===== src/rtl/mem_port_arbiter.sv =====
// ----------------------------------------------------------------------------
// mem_port_arbiter
//
// Shares one memory port between an instruction-fetch requester (i_*) and a
// data requester (d_*). One request is latched per grant and held on the
// memory port until mem_resp. The owner then gets a one-cycle response pulse.
//
// Handshake: a requester raises its request (i_read, or d_read/d_write) as a
// level and holds it, with a stable payload, until its x_resp pulse. In the
// cycle after x_resp it must drop the request or present a new one. Downstream,
// mem_read/mem_write stay high with a constant payload until mem_resp is
// sampled high. mem_resp is ignored outside a busy state.
//
// Parameters:
//   TIMEOUT_CYCLES  busy cycles without mem_resp before timeout_err sets
//                   (0 disables the check)
//
// Build option:
//   MEM_ARB_RR_EN   when defined, simultaneous requests alternate between the
//                   two requesters (round-robin). Otherwise D beats I.
//
// Ports:
//   clk, rst                  clock (rising edge), async active-high reset
//   i_read, i_address         fetch request
//   i_resp, i_rdata           fetch response pulse and data
//   d_read, d_write,
//   d_byte_enable, d_address,
//   d_wdata                   data request
//   d_resp, d_rdata           data response pulse and data
//   mem_read, mem_write,
//   mem_byte_enable,
//   mem_address, mem_wdata    downstream request (registered)
//   mem_resp, mem_rdata       downstream completion and read data
//   proto_err                 sticky: d_read and d_write both high in IDLE
//   timeout_err               sticky: a busy state reached the timeout
//   dbg_state                 FSM state (0 IDLE, 1 BUSY_I, 2 BUSY_D, 3 DONE)
//   dbg_last_d                last-served pointer (1 = data requester)
// ----------------------------------------------------------------------------
module mem_port_arbiter #(
    parameter int unsigned TIMEOUT_CYCLES = 1024
) (
    input  logic        clk,
    input  logic        rst,
    input  logic        i_read,
    input  logic [31:0] i_address,
    output logic        i_resp,
    output logic [31:0] i_rdata,
    input  logic        d_read,
    input  logic        d_write,
    input  logic [3:0]  d_byte_enable,
    input  logic [31:0] d_address,
    input  logic [31:0] d_wdata,
    output logic        d_resp,
    output logic [31:0] d_rdata,
    output logic        mem_read,
    output logic        mem_write,
    output logic [3:0]  mem_byte_enable,
    output logic [31:0] mem_address,
    output logic [31:0] mem_wdata,
    input  logic        mem_resp,
    input  logic [31:0] mem_rdata,
    output logic        proto_err,
    output logic        timeout_err,
    output logic [1:0]  dbg_state,
    output logic        dbg_last_d
);

    typedef enum logic [1:0] {
        IDLE   = 2'd0,
        BUSY_I = 2'd1,
        BUSY_D = 2'd2,
        DONE   = 2'd3
    } state_t;

    // The counter only has to reach TIMEOUT_CYCLES-1, where it saturates.
    localparam int unsigned CNT_W = (TIMEOUT_CYCLES > 1) ? $clog2(TIMEOUT_CYCLES) : 1;
    localparam logic [CNT_W-1:0] CNT_LAST =
        (TIMEOUT_CYCLES > 0) ? CNT_W'(TIMEOUT_CYCLES - 1) : '0;

    state_t           state_q;
    state_t           state_d;
    logic             last_d_q;   // last-served pointer, 0 = I, 1 = D
    logic             owner_d_q;  // owner of the transaction in flight
    logic [CNT_W-1:0] tmo_cnt_q;

    logic d_req;
    logic any_req;
    logic grant_d;

    // ------------------------------------------------------------------
    // Next-state and winner selection
    // ------------------------------------------------------------------
    always_comb begin
        state_d = state_q;
        d_req   = d_read | d_write;
        any_req = i_read | d_req;
        grant_d = 1'b0;
`ifdef MEM_ARB_RR_EN
        // On a tie, serve the requester that was not served last.
        if (i_read && d_req) begin
            grant_d = ~last_d_q;
        end else begin
            grant_d = d_req;
        end
`else
        grant_d = d_req;
`endif
        case (state_q)
            IDLE: begin
                if (any_req) begin
                    state_d = grant_d ? BUSY_D : BUSY_I;
                end
            end
            BUSY_I, BUSY_D: begin
                if (mem_resp) begin
                    state_d = DONE;
                end
            end
            DONE:    state_d = IDLE;
            default: state_d = IDLE;
        endcase
    end

    always_ff @(posedge clk or posedge rst) begin
        if (rst) begin
            state_q <= IDLE;
        end else begin
            state_q <= state_d;
        end
    end

    // ------------------------------------------------------------------
    // Datapath: latched payload, responses, pointer, error flags
    // ------------------------------------------------------------------
    always_ff @(posedge clk or posedge rst) begin
        if (rst) begin
            i_resp          <= 1'b0;
            i_rdata         <= '0;
            d_resp          <= 1'b0;
            d_rdata         <= '0;
            mem_read        <= 1'b0;
            mem_write       <= 1'b0;
            mem_byte_enable <= '0;
            mem_address     <= '0;
            mem_wdata       <= '0;
            proto_err       <= 1'b0;
            timeout_err     <= 1'b0;
            last_d_q        <= 1'b0;
            owner_d_q       <= 1'b0;
            tmo_cnt_q       <= '0;
        end else begin
            // Responses are single-cycle pulses raised only on mem_resp.
            i_resp <= 1'b0;
            d_resp <= 1'b0;
            case (state_q)
                IDLE: begin
                    if (d_read && d_write) begin
                        proto_err <= 1'b1;
                    end
                    if (any_req) begin
                        owner_d_q <= grant_d;
                        if (grant_d) begin
                            // A read+write collision is granted as a write.
                            mem_read        <= d_read & ~d_write;
                            mem_write       <= d_write;
                            mem_byte_enable <= d_byte_enable;
                            mem_address     <= d_address;
                            mem_wdata       <= d_wdata;
                        end else begin
                            mem_read        <= 1'b1;
                            mem_write       <= 1'b0;
                            mem_byte_enable <= 4'hF;
                            mem_address     <= i_address;
                            mem_wdata       <= '0;
                        end
                    end
                end
                BUSY_I, BUSY_D: begin
                    if (mem_resp) begin
                        mem_read  <= 1'b0;
                        mem_write <= 1'b0;
                        tmo_cnt_q <= '0;
                        if (state_q == BUSY_D) begin
                            d_rdata <= mem_rdata;
                            d_resp  <= 1'b1;
                        end else begin
                            i_rdata <= mem_rdata;
                            i_resp  <= 1'b1;
                        end
                    end else begin
                        if (tmo_cnt_q != CNT_LAST) begin
                            tmo_cnt_q <= tmo_cnt_q + 1'b1;
                        end
                        // Flag only; the transaction keeps waiting.
                        if ((TIMEOUT_CYCLES != 0) && (tmo_cnt_q == CNT_LAST)) begin
                            timeout_err <= 1'b1;
                        end
                    end
                end
                DONE: begin
                    last_d_q <= owner_d_q;
                end
                default: begin
                end
            endcase
        end
    end

    assign dbg_state  = state_q;
    assign dbg_last_d = last_d_q;

endmodule


===== config.mk =====
export PLATFORM = sky130hd
export DESIGN_NAME = mem_port_arbiter
export DESIGN_NICKNAME = d
export VERILOG_FILES = /design/src/rtl/mem_port_arbiter.sv
export SDC_FILE = /design/constraint.sdc
export NUM_CORES = 1
export LEC_CHECK = 0
export BUFFER_PORTS_ARGS = -buffer_cell sky130_fd_sc_hd__buf_2
export CAP_MARGIN = 5
export CELL_PAD_IN_SITES_DETAIL_PLACEMENT = 1
export CELL_PAD_IN_SITES_GLOBAL_PLACEMENT = 2
export CORE_MARGIN = 1.5
export CORE_UTILIZATION = 25
export DETAILED_ROUTE_END_ITERATION = 6
export PLACE_DENSITY = 0.71
export SLEW_MARGIN = 0
export SYNTH_ARGS = -nofsm -noshare
export SYNTH_HDL_FRONTEND = slang
export SYNTH_SLANG_ARGS = --single-unit

===== constraint.sdc =====
create_clock -name clk -period 14.2 [get_ports clk]
set_input_delay 2.13 -clock clk [delete_from_list [all_inputs] [get_ports clk]]
set_output_delay 2.13 -clock clk [all_outputs]
set_load 0.05 [all_outputs]

==> flow_summary_export.csv <==
group,metric,value,unit
clock_network,clk_pin_slew_worst_paths,0.07,ns
drt,vias,4690,
layout,multiInputGateArea,2200,um^2
floorplan,coreArea,24300,um^2
layout,ff_latch_area,3800,um^2
global_routing,gr-total-overflow,0,
drt,first_pass_iters,4,
worst_hold_path,hold_path.class,"reg2reg",
floorplan,die_w,161,um
drt,drt_iter0_markers,161,
floorplan,initial_utilization,0.255,
synthesis,async_flop_share,1.00,
synthesis,synth_warnings,0,
layout,antenna_cells,0,
placed_design,dp_hpwl,12800,um
global_routing,grt_pass1_vias,4999,
setup_path,end_kind,"flop",
flow_run,cap_violations,0,
sta,grt_setup_unrepaired,"false",
synthesis,syn_avg_cell_area,13.4,um^2
setup_path,critical_path_arrival,4.08,ns
layout,drive_above_1_share,0.523,
floorplan,dieArea,25800,um^2
placed_design,routabilityCongestion,0.698,
drt,via_per_inst,4.37,
synthesis,synth_seq_cells,152,
setup_path,worstSetupPathType,"in2reg",
synthesis,synth_cells,462,
synthesis,yosysMostFrequentCell,"dfrtp_1",
drt,post_drt_wl_per_cell,16.3,um
synthesis,synth_edf_count,0,
sta,report.final.slew_viol_count,0,
layout,nets,879,
synthesis,synth_cell_type_count,45,
synthesis,ys_seq_area_frac,0.613,
clock_network,htreeDepth,4,
global_routing,grtUsageTotal,0.141,
clock_network,cts_resized,0,
sta,setup_viol,0,
floorplan,io_pins,279,
sta,clock.fmax,262,MHz
synthesis,synth_area_leader_cell,"dfrtp_1",
clock_network,cts_sinks,152,
floorplan,rows,57,
setup_path,crit_fanout,62,
global_routing,grt_pass1_wl,28200,um
synthesis,synthTopCellsByCount,"dfrtp_1 (152), mux2_2 (65), nand2_1 (40)",
sta,finalHoldViolCount,0,
clock_network,insertion_delay,0.42,ns
clock_network,cts_made_buffers,17,
floorplan,die_h,161,um
synthesis,synthTopCellsByArea,"dfrtp_1 (61%), mux2_2 (12%), mux2i_1 (5.6%), a22o_1 (4.7%), nand2_1 (2.4%)",
clock_network,clockRootBuffer,"clkbuf_16",
drt,ant_nets,0,
sta,totalNegativeSetupSlack,0,ns
synthesis,synthesis.nets,605,
clock_network,cts_tree,"yes",
layout,fillCellCount,2724,
clock_network,post-cts-setup-buffer-count,0,
setup_path,start_kind,"input pin",
run_status,outcome,"completed",
synthesis,synth_top_area_frac,0.613,
setup_path,critPathRequiredTime,14.48,ns
drt,drc,0,
sta,finalCritPeriodShare,0.268,
clock_network,postCtsHoldBufs,0,
clock_network,cts_max_path_buffers,2,
drt,routed_wl,17500,um
sta,slew_headroom,0.436,
sta,tightest_slew,0.846,ns
global_routing,antenna_found_initial,0,
layout,area_delta_synth_final,36.8,%
global_routing,grt_max_degree,88,
sta,period_needed,3.81,ns
sta,final.setup_skew,0.00676,ns
placed_design,io_buffers,278,
synthesis,syn_area,6210,um^2
synthesis,ys.flop_type,"dfrtp_1",
[cell usage in the layout, fill, tap and decap left out, drive strengths merged, types with 4 or more instances in the layout]
cell type	count
a21oi	4
a22o	33
and2	4
buf	284
clkbuf	17
clkinv	4
dfrtp	152
ha	5
inv	15
mux2	65
mux2i	35
nand2	40
nand3	5
nor2	8
o21ai	35
o22a	4
[critical path: stages]
cell     delay (ns)
buf_2          0.14
or2_1          0.28
o21ai_4        0.66
buf_4          0.62
o21ai_0        0.19
[cell families after synthesis]
logic type	Yosys count	synth area share
flops	152	0.613
mux	100	0.174
compound gates	98	0.113
simple gates	70	0.0546
buf+inv	37	0.0351
fa+ha+maj	5	0.0101
[cell type report]
| class | count | share of cell area |
|---|---|---|
| tap | 324 | 0.0477 |
| clock buffer | 17 | 0.0501 |
| timing repair buffer | 284 | 0.169 |
| sequential | 152 | 0.448 |
| inverter | 8 | 0.00413 |
| multi-input combinational | 273 | 0.259 |
| clock inverter | 15 | 0.0218 |
[flip-flops by register name, summed over array words and instances (netlist names), 2 cells and up]
| register | cells |
|---|---|
| dbg_state | 2 |
| mem_byte_enable | 4 |
| i_rdata | 32 |
| mem_address | 32 |
| tmo_cnt_q | 10 |
| mem_wdata | 32 |
| d_rdata | 32 |
[metrics by stage]
stage	setup slack, ns	instances	hold WS (ns)	util	cell area [um^2]
6_report	10.39	1073	0.476	0.349	8490
5_1_grt	10.17	1073	0.493	0.349	8490
4_1_cts	10.35	1073	0.481	0.349	8490
3_5_place_dp	9.88	1041	0.467	0.324	7880
3_3_place_gp	9.94	1041	0.458	0.324	7880
2_1_floorplan	7.98	462	0.441	-	6210
[path summary, 6_finish.rpt]
kind                            startpoint               to  slack (ns)  cells after the start
setup / recovery                   d_write  mem_address[31]       10.39                      5
hold / removal             mem_address[16]  mem_address[16]        0.48                      2
setup reg to reg              dbg_state[0]      i_rdata[23]       11.75                      6
hold reg to reg            mem_address[16]  mem_address[16]        0.48                      2
max in group asynchronous              rst      d_rdata[17]       10.92                      3
min in group asynchronous              rst   mem_address[5]        1.84                      2
[routing by layer]
| metal | global-route usage | vias up | wire [um] |
|---|---|---|---|
| li1 | - | 2213 | - |
| met1 | 0.182 | 2256 | 7830 |
| met2 | 0.224 | 207 | 8020 |
| met3 | 0.0452 | 14 | 1500 |
| met4 | 0.0421 | 0 | 188 |
| met5 | 0 | - | 0 |
Power is left out: the tool's default activity adds up to more than one toggle a clock period on the data nets, which glitch-free logic cannot reach.
